<file path="src/rtl/imem_byte_packer_if.sv">
// Instruction-memory write bus between imem_byte_packer (master) and the memory (slave).
// The master holds mem_we, mem_addr and mem_wdata until the slave answers with mem_ready.
interface imem_byte_packer_if #(
    parameter int unsigned AW = 32,
    parameter int unsigned DW = 32
);

    logic          mem_we;
    logic [AW-1:0] mem_addr;
    logic [DW-1:0] mem_wdata;
    logic          mem_ready;

    modport master (
        output mem_we,
        output mem_addr,
        output mem_wdata,
        input  mem_ready
    );

    modport slave (
        input  mem_we,
        input  mem_addr,
        input  mem_wdata,
        output mem_ready
    );

endinterface

</file>
<file path="src/rtl/imem_byte_packer.sv">
// Packs a serial byte stream little-endian into 32-bit instruction words and writes them
// to instruction memory. Optional XOR checksum output is enabled by IMEM_PACK_CHECKSUM_EN.
module imem_byte_packer #(
    parameter int unsigned   DW        = 32,
    parameter int unsigned   AW        = 32,
    parameter logic [AW-1:0] BASE_ADDR = '0
) (
    input  logic                clk,
    input  logic                rst,
    input  logic                load_en,
    input  logic [7:0]          byte_in,
    input  logic                byte_valid,
    output logic                grant,
    imem_byte_packer_if.master  mem,
    output logic                load_done,
    output logic                overrun,
    output logic [15:0]         word_count
`ifdef IMEM_PACK_CHECKSUM_EN
    ,
    output logic [31:0]         checksum
`endif
);

    localparam int unsigned LANES = DW / 8;
    localparam int unsigned LW    = $clog2(LANES);

    typedef enum logic [2:0] {
        S_IDLE,
        S_COLLECT,
        S_WRITE,
        S_FLUSH,
        S_DONE
    } state_t;

    state_t          r_state;
    logic            r_bv_d;
    logic [LW-1:0]   r_lane;
    logic [DW-1:0]   r_asm;
    logic            r_grant;
    logic            r_mem_we;
    logic [AW-1:0]   r_mem_addr;
    logic [DW-1:0]   r_mem_wdata;
    logic            r_load_done;
    logic            r_overrun;
    logic [15:0]     r_word_count;

    logic            w_byte_edge;
    logic            w_last_lane;
    logic [DW-1:0]   w_asm_next;

    // Upstream holds byte_valid as a level; only its rising edge marks a new byte.
    assign w_byte_edge = byte_valid & ~r_bv_d;
    assign w_last_lane = (r_lane == LW'(LANES - 1));

    always_comb begin
        // NOTE: every always_comb output gets a full default first so no latch is inferred.
        w_asm_next                        = r_asm;
        w_asm_next[int'(r_lane) * 8 +: 8] = byte_in;
    end

    // NOTE: sequential state uses non-blocking assignments so all registers update together.
    always_ff @(posedge clk or negedge rst) begin
        if (!rst) begin
            r_state      <= S_IDLE;
            r_bv_d       <= 1'b0;
            r_lane       <= '0;
            r_asm        <= '0;
            r_grant      <= 1'b0;
            r_mem_we     <= 1'b0;
            r_mem_addr   <= BASE_ADDR;
            r_mem_wdata  <= '0;
            r_load_done  <= 1'b0;
            r_overrun    <= 1'b0;
            r_word_count <= '0;
        end else begin
            r_bv_d  <= byte_valid;
            r_grant <= 1'b0;

            case (r_state)
                S_IDLE: begin
                    if (load_en) begin
                        r_state <= S_COLLECT;
                        r_lane  <= '0;
                        r_asm   <= '0;
                    end
                end

                S_COLLECT: begin
                    if (w_byte_edge) begin
                        r_grant <= 1'b1;
                        r_lane  <= r_lane + LW'(1);
                        if (w_last_lane) begin
                            r_mem_wdata <= w_asm_next;
                            r_asm       <= '0;
                            r_mem_we    <= 1'b1;
                            r_state     <= S_WRITE;
                        end else begin
                            r_asm <= w_asm_next;
                        end
                    end

                    // A byte arriving with the falling load_en counts toward the flush decision.
                    if (!load_en && !(w_byte_edge && w_last_lane)) begin
                        if (w_byte_edge || (r_lane != '0)) begin
                            r_mem_wdata <= w_byte_edge ? w_asm_next : r_asm;
                            r_asm       <= '0;
                            r_lane      <= '0;
                            r_mem_we    <= 1'b1;
                            r_state     <= S_FLUSH;
                        end else begin
                            r_load_done <= 1'b1;
                            r_state     <= S_DONE;
                        end
                    end
                end

                S_WRITE, S_FLUSH: begin
                    if (w_byte_edge && (r_state == S_WRITE)) begin
                        r_overrun <= 1'b1;
                    end
                    if (mem.mem_ready) begin
                        r_mem_we     <= 1'b0;
                        r_mem_addr   <= r_mem_addr + AW'(4);
                        r_word_count <= r_word_count + 16'd1;
                        if ((r_state == S_WRITE) && load_en) begin
                            r_state <= S_COLLECT;
                        end else begin
                            r_load_done <= 1'b1;
                            r_state     <= S_DONE;
                        end
                    end
                end

                S_DONE: begin
                    if (load_en) begin
                        r_load_done <= 1'b0;
                        r_lane      <= '0;
                        r_asm       <= '0;
                        r_state     <= S_COLLECT;
                    end
                end

                default: r_state <= S_IDLE;
            endcase
        end
    end

    assign grant         = r_grant;
    assign mem.mem_we    = r_mem_we;
    assign mem.mem_addr  = r_mem_addr;
    assign mem.mem_wdata = r_mem_wdata;
    assign load_done     = r_load_done;
    assign overrun       = r_overrun;
    assign word_count    = r_word_count;

`ifdef IMEM_PACK_CHECKSUM_EN
    logic [31:0] r_checksum;

    always_ff @(posedge clk or negedge rst) begin
        if (!rst) begin
            r_checksum <= '0;
        end else if (r_mem_we && mem.mem_ready) begin
            r_checksum <= r_checksum ^ r_mem_wdata[31:0];
        end
    end

    assign checksum = r_checksum;
`endif

endmodule

</file>
<file path="src/flat_wrapper.sv">
// flat-port wrapper written by rule: the top's interface ports become plain ports
module imem_byte_packer_flat 
#(
    parameter int unsigned   DW        = 32,
    parameter int unsigned   AW        = 32,
    parameter logic [AW-1:0] BASE_ADDR = '0
)
  (clk, rst, load_en, byte_in, byte_valid, grant, load_done, overrun, word_count, mem_mem_we, mem_mem_addr, mem_mem_wdata, mem_mem_ready);
  imem_byte_packer_if #(.AW(AW), .DW(DW)) mem_i ();
  input  logic clk;
  input  logic rst;
  input  logic load_en;
  input  logic [7:0] byte_in;
  input  logic byte_valid;
  output logic grant;
  output logic load_done;
  output logic overrun;
  output logic [15:0] word_count;
  output wire logic [$bits(mem_i.mem_we)-1:0] mem_mem_we;
  output wire logic [$bits(mem_i.mem_addr)-1:0] mem_mem_addr;
  output wire logic [$bits(mem_i.mem_wdata)-1:0] mem_mem_wdata;
  input wire logic [$bits(mem_i.mem_ready)-1:0] mem_mem_ready;
  assign mem_mem_we = mem_i.mem_we;
  assign mem_mem_addr = mem_i.mem_addr;
  assign mem_mem_wdata = mem_i.mem_wdata;
  assign mem_i.mem_ready = mem_mem_ready;
  imem_byte_packer #(.DW(DW), .AW(AW), .BASE_ADDR(BASE_ADDR)) u_core (.clk(clk), .rst(rst), .load_en(load_en), .byte_in(byte_in), .byte_valid(byte_valid), .grant(grant), .mem(mem_i), .load_done(load_done), .overrun(overrun), .word_count(word_count));
endmodule
</file>
<file path="config.mk">
export PLATFORM = sky130hd
export DESIGN_NAME = imem_byte_packer_flat
export DESIGN_NICKNAME = d
export VERILOG_FILES = /design/src/rtl/imem_byte_packer_if.sv /design/src/rtl/imem_byte_packer.sv /design/src/flat_wrapper.sv
export SDC_FILE = /design/constraint.sdc
export NUM_CORES = 1
export LEC_CHECK = 0
export ABC_AREA = 1
export ABC_CLOCK_PERIOD_IN_PS = 4800
export BUFFER_PORTS_ARGS = -buffer_cell sky130_fd_sc_hd__buf_2
export CAP_MARGIN = 5
export CELL_PAD_IN_SITES_DETAIL_PLACEMENT = 0
export CELL_PAD_IN_SITES_GLOBAL_PLACEMENT = 1
export CORE_ASPECT_RATIO = 0.9
export CORE_MARGIN = 2
export CORE_UTILIZATION = 45
export DETAILED_ROUTE_END_ITERATION = 10
export GPL_TIMING_DRIVEN = 0
export PLACE_DENSITY = 0.93
export SLEW_MARGIN = 0
export SYNTH_ARGS = -nofsm -noshare
export SYNTH_HDL_FRONTEND = slang
export SYNTH_SLANG_ARGS = --single-unit
</file>
<file path="constraint.sdc">
create_clock -name clk -period 4.8 [get_ports clk]
set_clock_uncertainty 0.15 [all_clocks]
set_input_delay 0.72 -clock clk [delete_from_list [all_inputs] [get_ports clk]]
set_output_delay 0.72 -clock clk [all_outputs]
set_load 0.02 [all_outputs]
</file>
==> impl_metrics.py, run 1 <==
metrics = {
    "cts": {
        "clk_path_buf_depth": 2,
        "numCtsBuffers": 17,
        "root_buffer": "clkbuf_16",
        "cts.repair.resized": 0,
        "cts.clk_slew.worst_paths_ps": 50,
        "postCtsHoldBufs": 0,
        "clock_latency_ps": 420,
        "cts_sinks": 120,
        "htreeDepth": 4,
        "post-cts-setup-buffer-count": 0,
        "cts_tree": "done",
    },
    "floorplanning": {
        "dieArea_um2": 15600,
        "start_util": 0.464,
        "io_pins": 97,
        "num_rows": 41,
        "dieWidth_um": 131,
        "core_um2": 14200,
        "die_y_um": 119,
    },
    "final_layout": {
        "fillCellCount": 1434,
        "layout-drive-gt1-share": 0.166,
        "ff_latch_area_um2": 3000,
        "multi_input_area_um2": 3030,
        "num-nets-final": 1032,
        "diodes": 0,
        "fin_util": 0.555,
        "area_growth_pct": 19.7,
    },
    "sta": {
        "worst_pin_slew_ps": 533,
        "finalSetupTns_ps": 0,
        "finalSetupViolCount": 0,
        "fin_crit_sh": 0.499,
        "slew_viol_final": 0,
        "hold_violations": 0,
        "slew_headroom": 0.645,
        "fmax_mhz": 417,
        "rsz0062_at_grt": "false",
        "period_minus_slack_ps": 2400,
    },
    "detailed_routing": {
        "routed_wl_um": 16700,
        "top_layer_used": "met4",
        "route.met2.wl_um": 7350,
        "met3WireLength_um": 832,
        "wl_per_cell_um": 13.8,
        "first_iter_violations": 440,
        "drc": 0,
        "firstDrtPassIters": 5,
        "antenna_left": 0,
        "vias": 5959,
        "wl_met1_um": 8420,
        "via_per_inst": 4.90,
    },
    "global_route": {
        "grt_pass1_vias": 5531,
        "grt_pass1_wl_um": 27800,
        "grt_usage": 0.223,
        "antenna_found_initial": 0,
        "grt-ovfl-total": 0,
        "grt_start_max_net_pins": 97,
    },
    "placement": {
        "place_congestion": 0.841,
        "port-buffer-count": 94,
        "dp_hpwl_um": 12100,
    },
    "yosys": {
        "async_flop_share": 1.00,
        "syn_area_um2": 6560,
        "synth-main-ff-cell": "dfrtp_1",
        "synthCells": 897,
        "yosysWarnings": 0,
        "synth_cell_types": 30,
        "synth-edff-count": 0,
        "yosysSeqAreaShare": 0.458,
        "avgSynthCellArea_um2": 7.32,
        "ys_seq_elements": 120,
    },
    "power_and_ir_drop": {
        "vdd_drop_max_uv": 325,
        "power_density_nw_per_um2": 517,
        "p_leak_nw": 4.06,
    },
    "setup_path": {
        "cp-end-kind": "register",
        "worstPathRequired_ps": 4990,
        "cp_max_fo": 10,
        "critPathLaunchType": "register",
        "arrival_ps": 2580,
        "critPathKind": "reg2reg",
    },
    "min_path": {
        "min_path_type": "in2async",
    },
    "job": {
        "maxCapViolations": 0,
    },
    "status": {
        "status": "finished, final reports clean",
    },
}
==> through the flow <==
| step | instances | cell area (um2) | power (W) | hold slack (ps) | setup WS [ps] |
|---|---|---|---|---|---|
| after floorplan | 898 | 6570 | 0.00243 | 274 | 2750 |
| after global placement | 1185 | 7280 | 0.00286 | 297 | 1280 |
| after detailed placement | 1186 | 7310 | 0.00289 | 314 | 2430 |
| after CTS | 1216 | 7860 | 0.00408 | 6.44 | 2400 |
| after global routing | 1216 | 7860 | 0.00435 | 5.46 | 2180 |
| final | 1216 | 7860 | 0.00406 | 10.2 | 2400 |
==> worst paths after layout <==
path | cells after the start | slack (ps) | from | endpoint
worst max-delay path | 11 | 2400 | u_core.r_lane[0] | u_core.mem.mem_wdata[20]
worst min-delay path | 1 | 10 | rst | u_core.mem.mem_wdata[17]
worst max register to register | 11 | 2400 | u_core.r_lane[0] | u_core.mem.mem_wdata[20]
worst min register to register | 1 | 320 | u_core.overrun | u_core.overrun
max in group asynchronous | 2 | 3740 | rst | u_core.mem.mem_wdata[20]
min in group clk | 1 | 310 | byte_valid | u_core.r_bv_d
==> synth_stat cells (2+ instances only) <==
master / n / area (um2)
nand2_1: 272 / 1020
nor2_1: 123 / 462
dfrtp_1: 120 / 3000
inv_1: 92 / 345
nand3_1: 87 / 435
o21ai_0: 29 / 145
a21oi_1: 27 / 135
nand4_1: 23 / 144
xor2_1: 16 / 140
buf_2: 14 / 70.1
xnor2_1: 11 / 96.3
nand3b_1: 9 / 67.6
nor3_1: 9 / 45.0
o21ai_1: 9 / 45.0
inv_2: 8 / 30.0
ha_1: 7 / 87.6
nor2_2: 7 / 43.8
nand2_2: 5 / 31.3
buf_4: 4 / 30.0
o22ai_1: 4 / 25.0
or2_2: 4 / 25.0
buf_1: 3 / 11.3
buf_6: 3 / 33.8
clkbuf_1: 3 / 11.3
nand3_2: 2 / 20.0
nor2_4: 2 / 22.5
==> power breakdown <==
group          leakage (nW)  switching, W  total, W  internal [W]
combinational          2.22       0.00102   0.00149      0.000471
sequential             1.57      0.000147   0.00138       0.00123
clock                 0.267      0.000429   0.00119      0.000759
total                  4.06       0.00160   0.00406       0.00246
==> layer usage <==
layer  track usage  vias up
li1              -     3081
met1         0.325     2723
met2         0.329      145
met3        0.0592       10
met4        0.0571        0
met5             0        -
==> critical path: stages (launching register included) <==
cell and delay, ps:
dfrtp_1 410, buf_2 230, inv_1 100, ha_1 370
inv_1 60, nor2_1 380, nand3b_1 180, nand2_1 100
o21ai_0 100, nand2_1 80, nor2_1 50, nor2_1 100
==> layout make-up <==
type / count / share of cell area
clock buffer: 27 / 0.0640
sequential: 120 / 0.382
clock inverter: 3 / 0.00510
timing repair buffer: 95 / 0.0642
tap: 193 / 0.0307
multi-input combinational: 651 / 0.386
inverter: 100 / 0.0478
buffer: 27 / 0.0199
==> cells in the final DEF (no fill, tap or decap), types with 3 or more instances in the layout <==
cell / Yosys / layout
nand2_1: 272 / 272
nor2_1: 123 / 123
dfrtp_1: 120 / 120
buf_2: 14 / 107
inv_1: 92 / 92
nand3_1: 87 / 87
o21ai_0: 29 / 29
a21oi_1: 27 / 27
nand4_1: 23 / 23
clkbuf_16: 0 / 17
xor2_1: 16 / 16
xnor2_1: 11 / 11
nand3b_1: 9 / 9
clkbuf_1: 3 / 9
nor3_1: 9 / 9
o21ai_1: 9 / 9
inv_2: 8 / 8
nor2_2: 7 / 7
ha_1: 7 / 7
nand2_2: 5 / 5
buf_4: 4 / 4
buf_6: 3 / 4
o22ai_1: 4 / 4
or2_2: 4 / 4
clkbuf_8: 0 / 4
buf_1: 3 / 3
==> sequential cells by signal, summed over array words and instances (netlist names) <==
signal and count:
u_core.mem.mem_addr 30, u_core.r_bv_d 1, u_core.mem.mem_we 1, u_core.r_state 3, u_core.r_asm 32, u_core.r_lane 2
u_core.load_done 1, u_core.mem.mem_wdata 32, u_core.word_count 16, u_core.grant 1, u_core.overrun 1
==> cells by family after synthesis <==
logic type | count (synthesis) | synth area share
DFF | 120 | 0.458
AOI/OAI and AO/OA | 70 | 0.0547
buffers and inverters | 127 | 0.0810
adders and majority gates | 7 | 0.0133
xor gates and xnor gates | 27 | 0.0360
other | 1 | 0.000571
and+or+nand+nor | 545 | 0.357
Power figures use the tool's default switching activity.
==> run 2: changes to the inputs <==
--- a/config.mk
+++ b/config.mk
@@ -5,18 +5,18 @@
 export SDC_FILE = /design/constraint.sdc
 export NUM_CORES = 1
 export LEC_CHECK = 0
-export ABC_AREA = 1
-export ABC_CLOCK_PERIOD_IN_PS = 4800
+export ABC_AREA = 0
+export ABC_CLOCK_PERIOD_IN_PS = 2400
 export BUFFER_PORTS_ARGS = -buffer_cell sky130_fd_sc_hd__buf_2
 export CAP_MARGIN = 5
 export CELL_PAD_IN_SITES_DETAIL_PLACEMENT = 0
 export CELL_PAD_IN_SITES_GLOBAL_PLACEMENT = 1
 export CORE_ASPECT_RATIO = 0.9
 export CORE_MARGIN = 2
-export CORE_UTILIZATION = 45
+export CORE_UTILIZATION = 44
 export DETAILED_ROUTE_END_ITERATION = 10
 export GPL_TIMING_DRIVEN = 0
-export PLACE_DENSITY = 0.93
+export PLACE_DENSITY = 0.86
 export SLEW_MARGIN = 0
 export SYNTH_ARGS = -nofsm -noshare
 export SYNTH_HDL_FRONTEND = slang
==> constraint.sdc (replaced) <==
create_clock -name clk -period 2.4 [get_ports clk]
set_clock_uncertainty 0.15 [all_clocks]
set_input_delay 0.36 -clock clk [delete_from_list [all_inputs] [get_ports clk]]
set_output_delay 0.36 -clock clk [all_outputs]
set_load 0.02 [all_outputs]
==> run 2 against run 1 <==
Register-to-register slack worse by 2300 ps. Non-clock buffer count is 8 higher. Global-route usage shrank 0.45 points.
==> impl_metrics.py, run 2 <==
metrics = {
    "sta": {
        "slew_headroom": 0.485,
        "fmax_mhz": 436,
        "slew_viol_final": 0,
        "period_minus_slack_ps": 2290,
        "worst_pin_slew_ps": 766,
        "hold_violations": 0,
        "rsz0062_at_grt": "false",
        "setup_ws_ps": 107,
        "fin_crit_sh": 0.955,
        "finalSetupViolCount": 0,
    },
    "detailed_routing": {
        "met3WireLength_um": 798,
        "first_iter_violations": 386,
        "drc": 0,
        "routed_wl_um": 14900,
        "vias": 4748,
        "wl_met1_um": 7020,
        "top_layer_used": "met4",
        "antenna_left": 0,
        "wl_per_cell_um": 17.9,
        "firstDrtPassIters": 5,
        "route.met2.wl_um": 6810,
        "via_per_inst": 5.70,
    },
    "global_route": {
        "grt_start_max_net_pins": 75,
        "grt_pass1_wl_um": 24600,
        "grt_usage": 0.219,
        "grt-ovfl-total": 0,
        "grt_pass1_vias": 4750,
        "antenna_found_initial": 0,
    },
    "cts": {
        "htreeDepth": 4,
        "cts_tree": "done",
        "cts_sinks": 120,
        "numCtsBuffers": 17,
        "root_buffer": "clkbuf_16",
        "clk_path_buf_depth": 2,
        "clock_latency_ps": 410,
        "cts.clk_slew.worst_paths_ps": 50,
    },
    "floorplanning": {
        "core_um2": 12800,
        "start_util": 0.456,
        "die_y_um": 113,
        "num_rows": 39,
        "dieWidth_um": 126,
        "dieArea_um2": 14200,
        "io_pins": 97,
    },
    "power_and_ir_drop": {
        "vdd_drop_max_uv": 576,
        "power.total_w": 0.00737,
        "swShare": 0.361,
        "clockPowerShare": 0.308,
        "internal-power_w": 0.00471,
        "combPwrFrac": 0.333,
        "power_density_nw_per_um2": 1030,
        "seqPwrFrac": 0.359,
        "p_sw_w": 0.00266,
        "p_leak_nw": 3.37,
    },
    "final_layout": {
        "diodes": 0,
        "num-nets-final": 678,
        "fillCellCount": 1134,
        "final_common_cell": "dfrtp_1",
        "area_growth_pct": 22.6,
        "layout-drive-gt1-share": 0.262,
        "most-common-layout-cells": "dfrtp_1, buf_2, nand2_1",
        "fin_util": 0.559,
    },
    "yosys": {
        "synth_area_leaders": "dfrtp_1, xnor2_1, o2bb2ai_1",
        "async_flop_share": 1.00,
        "synth-edff-count": 0,
        "yosys.area.top_type": "dfrtp_1",
        "ys_seq_elements": 120,
        "yosysSeqAreaShare": 0.513,
        "synth_cell_types": 60,
        "synth-main-ff-cell": "dfrtp_1",
        "synth.top_cell.area_share": 0.513,
        "avgSynthCellArea_um2": 10.8,
        "synth.most_common_cell": "dfrtp_1",
        "synthCells": 544,
        "yosysWarnings": 0,
        "syn_area_um2": 5850,
        "ys_top_cells_by_count": "dfrtp_1, nand2_1, xnor2_1",
    },
    "setup_path": {
        "worstPathRequired_ps": 2600,
        "critPathKind": "reg2reg",
        "cp_max_fo": 10,
        "arrival_ps": 2490,
        "cp-end-kind": "register",
        "critPathLaunchType": "register",
    },
    "placement": {
        "place_congestion": 0.853,
        "pre_cts_ws_ps": -153,
        "dp_hpwl_um": 10200,
        "port-buffer-count": 87,
    },
    "min_path": {
        "min_path_type": "in2reg",
    },
    "job": {
        "maxCapViolations": 0,
    },
    "status": {
        "status": "finished, final reports clean",
    },
}
[run 2: per-layer routing]
metal  track usage  up-vias
met3        0.0591       25
li1              -     2221
met4        0.0793        0
met2         0.326      157
met5             0        -
met1         0.308     2345
[run 2: cell type report]
type / instances / area (um2) / share of cell area
Timing Repair Buffer: 96 / 534 / 0.0745
Inverter: 8 / 35.0 / 0.00489
Buffer: 34 / 170 / 0.0237
Clock buffer: 27 / 513 / 0.0715
Clock inverter: 3 / 15.0 / 0.00209
Tap cell: 164 / 205 / 0.0286
Sequential cell: 120 / 3000 / 0.419
Multi-Input combinational cell: 381 / 2690 / 0.376
[run 2: worst paths after layout]
check / startpoint / end / slack, ps / cells past startpoint
max: u_core.r_lane[0] / u_core.r_asm[27] / 110 / 6
min: mem_mem_ready / u_core.r_state[1] / 150 / 2
max reg2reg: u_core.r_lane[0] / u_core.r_asm[27] / 110 / 6
min reg2reg: u_core.word_count[15] / u_core.word_count[15] / 320 / 1
max in group asynchronous: rst / u_core.mem.mem_wdata[28] / 1060 / 3
min in group asynchronous: rst / u_core.r_asm[18] / 300 / 2
[run 2: cells by family after synthesis]
group / Yosys count / share of synthesized area
flip-flops: 120 / 0.513
AO/OA/AOI/OAI: 138 / 0.185
AND/OR/NAND/NOR: 189 / 0.184
adder cells (fa/ha/maj): 7 / 0.0150
XOR/XNOR: 44 / 0.0659
multiplexers: 1 / 0.00192
other: 1 / 0.000641
buffers and inverters: 44 / 0.0344
[run 2: what timing repair did]
item                                   in CTS  in global routing
endpoints found under the hold margin      47                  0
pin swaps                                   2                  0
setup endpoints to repair                  56                 32
buffers inserted                            5                  1
hold buffers                                2                  0
resized for setup                          10                  8
[run 2: critical path, cell delays in order, from the launching register on]
cell	delay [ps]
dfrtp_2	470
ha_1	230
and3b_1	160
clkbuf_1	170
clkbuf_2	260
o31ai_2	560
and2_1	210
[run 2: power groups by stage]
stage,registers (W),logic (W),clock network [W]
finish,0.00264,0.00245,0.00227
global route,0.00269,0.00267,0.00242
CTS,0.00264,0.00241,0.00232
detailed placement,0.00267,0.00233,0
global placement,0.00265,0.00228,0
floorplan,0.00296,0.00125,0
[run 2: through the flow]
stage / instance area, um2 / hold slack, ps / std cells / TNS (ps)
5_1_grt: 7170 / 152 / 833 / 0
2_1_floorplan: 5850 / -85.6 / 545 / 0
3_3_place_gp: 6490 / 305 / 796 / -85970
4_1_cts: 7140 / 131 / 833 / 0
3_5_place_dp: 6530 / 182 / 797 / -4820
6_report: 7170 / 145 / 833 / 0
==> run 3: changes to the inputs <==
--- a/config.mk
+++ b/config.mk
@@ -17,6 +17,7 @@
 export DETAILED_ROUTE_END_ITERATION = 10
 export GPL_TIMING_DRIVEN = 0
 export PLACE_DENSITY = 0.86
+export REMOVE_ABC_BUFFERS = 1
 export SLEW_MARGIN = 0
 export SYNTH_ARGS = -nofsm -noshare
 export SYNTH_HDL_FRONTEND = slang
==> run 3 against run 2 <==
Flip-flop and latch count did not move. Largest cell class unchanged. Clock power rose by 9.3%. Critical endpoint is now u_core.r_asm[12]. Setup slack got worse by 3.0 ps. Largest power group unchanged. Power rose by 3.8%. Maximum frequency fell by 0.13%. Routed wire length fell by 1.5%. Worst hold slack got worse by 12 ps. Sequential share of layout area fell by 0.42 points. Clock-buffer cell count fell by 2.
==> impl_metrics.py, run 3 (synthesis results as in run 2) <==
metrics = {
    "floorplanning": {
        "dieArea_um2": 14200,
        "dieWidth_um": 126,
        "num_rows": 39,
        "die_y_um": 113,
        "core_um2": 12800,
        "start_util": 0.456,
        "io_pins": 97,
    },
    "setup_path": {
        "r2r_start": "u_core.r_lane[0]",
        "critPathKind": "reg2reg",
        "crit_path_cell_trace": "ha_1, and3b_4, a211oi_4, buf_4, or3_4, o2bb2ai_1",
        "max_stage_delay_ps": 470,
        "worstPathRequired_ps": 2580,
        "cp_max_fo": 24,
        "cp-end-kind": "register",
        "critPathLaunchType": "register",
        "critPathLaunch": "u_core.r_lane[0]",
        "arrival_ps": 2470,
        "crit_slowest_cell": "dfrtp_2",
    },
    "detailed_routing": {
        "first_iter_violations": 525,
        "firstDrtPassIters": 7,
        "routed_wl_um": 14700,
        "vias": 4704,
        "wl_per_cell_um": 18.0,
        "antenna_left": 0,
        "drc": 0,
        "via_per_inst": 5.76,
    },
    "final_layout": {
        "layout-drive-gt1-share": 0.279,
        "multi_input_area_um2": 2780,
        "num-nets-final": 664,
        "final_common_cell": "dfrtp_1",
        "instances_no_fill": 817,
        "ff_latch_area_um2": 3000,
        "area_growth_pct": 23.8,
        "fillCellCount": 1123,
        "diodes": 0,
        "most-common-layout-cells": "dfrtp_1, buf_2, nand2_1",
    },
    "power_and_ir_drop": {
        "vdd_drop_max_uv": 565,
        "p_leak_nw": 3.37,
        "power.total_w": 0.00764,
        "power_density_nw_per_um2": 1060,
    },
    "cts": {
        "clk_path_buf_depth": 2,
        "cts_tree": "done",
        "root_buffer": "clkbuf_16",
        "htreeDepth": 4,
        "cts.clk_slew.worst_paths_ps": 50,
        "cts_sinks": 120,
        "numCtsBuffers": 17,
        "clock_latency_ps": 410,
    },
    "sta": {
        "holdWs_ps": 133,
        "worst_pin_slew_ps": 863,
        "hold_violations": 0,
        "period_minus_slack_ps": 2300,
        "finalSetupViolCount": 0,
        "fin_crit_sh": 0.957,
        "slew_viol_final": 0,
        "fmax_mhz": 436,
        "slew_headroom": 0.425,
    },
    "global_route": {
        "grt_pass1_vias": 4622,
        "grt_start_max_net_pins": 80,
        "grt-ovfl-total": 0,
        "antenna_found_initial": 0,
        "grt_usage": 0.214,
        "grt_pass1_wl_um": 24100,
    },
    "job": {
        "maxCapViolations": 0,
    },
    "placement": {
        "place_congestion": 0.807,
        "dp_hpwl_um": 9520,
        "placedCellCount": 770,
        "port-buffer-count": 94,
    },
    "min_path": {
        "min_path_type": "in2reg",
        "holdCritStartpoint": "mem_mem_ready",
    },
    "status": {
        "status": "finished, final reports clean",
    },
}
==> run 3: cell types whose count changed in the layout (fill, tap and decap cells not counted), moves of 2 or more <==
cell       previous run  this run
a211oi_4              2         4
and3_1               12        10
and3_2                0         2
buf_1                 3         0
buf_4                10        15
bufinv_16             0         2
clkbuf_1             17         3
clkbuf_2              4         0
clkinv_2              4         1
==> run 3: path summary, 6_finish.rpt <==
path                                       endpoint  slack (ps)  cells past startpoint
setup / recovery                   u_core.r_asm[12]         100                      6
hold / removal                    u_core.r_state[1]         130                      2
setup reg to reg                   u_core.r_asm[12]         100                      6
hold reg to reg                      u_core.overrun         310                      2
max in group asynchronous   u_core.mem.mem_addr[16]        1090                      3
min in group asynchronous  u_core.mem.mem_wdata[11]         290                      2
==> run 3: report_power, final <==
group          leakage, nW  internal (W)  total (W)  switching (W)
Clock                0.281       0.00164    0.00248       0.000835
Combinational         1.49      0.000974    0.00248        0.00150
Sequential            1.60       0.00238    0.00269       0.000316
==> run 3: cell type report <==
class                           count  area share
Timing Repair Buffer              114      0.0902
Sequential cell                   120       0.415
Multi-Input combinational cell    383       0.383
Inverter                            8     0.00466
Clock inverter                      3     0.00898
Tap cell                          164      0.0283
Clock buffer                       25      0.0698
==> run 3: stage by stage <==
step           worst slack (ps)  utilization  area (um2)  setup TNS (ps)
2_1_floorplan              -181            -        5680           -4730
3_3_place_gp              -1630        0.495        6360         -147000
3_5_place_dp               -820        0.500        6410          -35570
4_1_cts                    5.80        0.558        7170               0
5_1_grt                   -3.20        0.564        7240           -3.20
6_report                    104        0.564        7240               0
==> run 3: routing by layer <==
| layer | vias up | GRT usage | share of wire |
|---|---|---|---|
| met4 | 0 | 0.0889 | 0.015 |
| met5 | - | 0 | 0 |
| met3 | 21 | 0.0633 | 0.071 |
| met1 | 2332 | 0.308 | 0.46 |
| li1 | 2189 | - | - |
| met2 | 162 | 0.305 | 0.45 |
==> run 3: what timing repair did <==
action | in CTS | in global routing
hold buffers | 2 | 0
cloned | 2 | 0
buffers inserted | 7 | 8
resized for setup | 18 | 6
hold endpoints to repair | 42 | 0
pin swaps | 4 | 4
setup endpoints to repair | 67 | 68
==> run 3: worst max-delay path, delay by kind of cell, from the launching register on <==
| family | cells | cell delay (ps) |
|---|---|---|
| and+or+nand+nor | 2 | 880 |
| AOI/OAI and AO/OA | 2 | 270 |
| DFF | 1 | 470 |
| adders and majority gates | 1 | 230 |
| buffers and inverters | 1 | 200 |
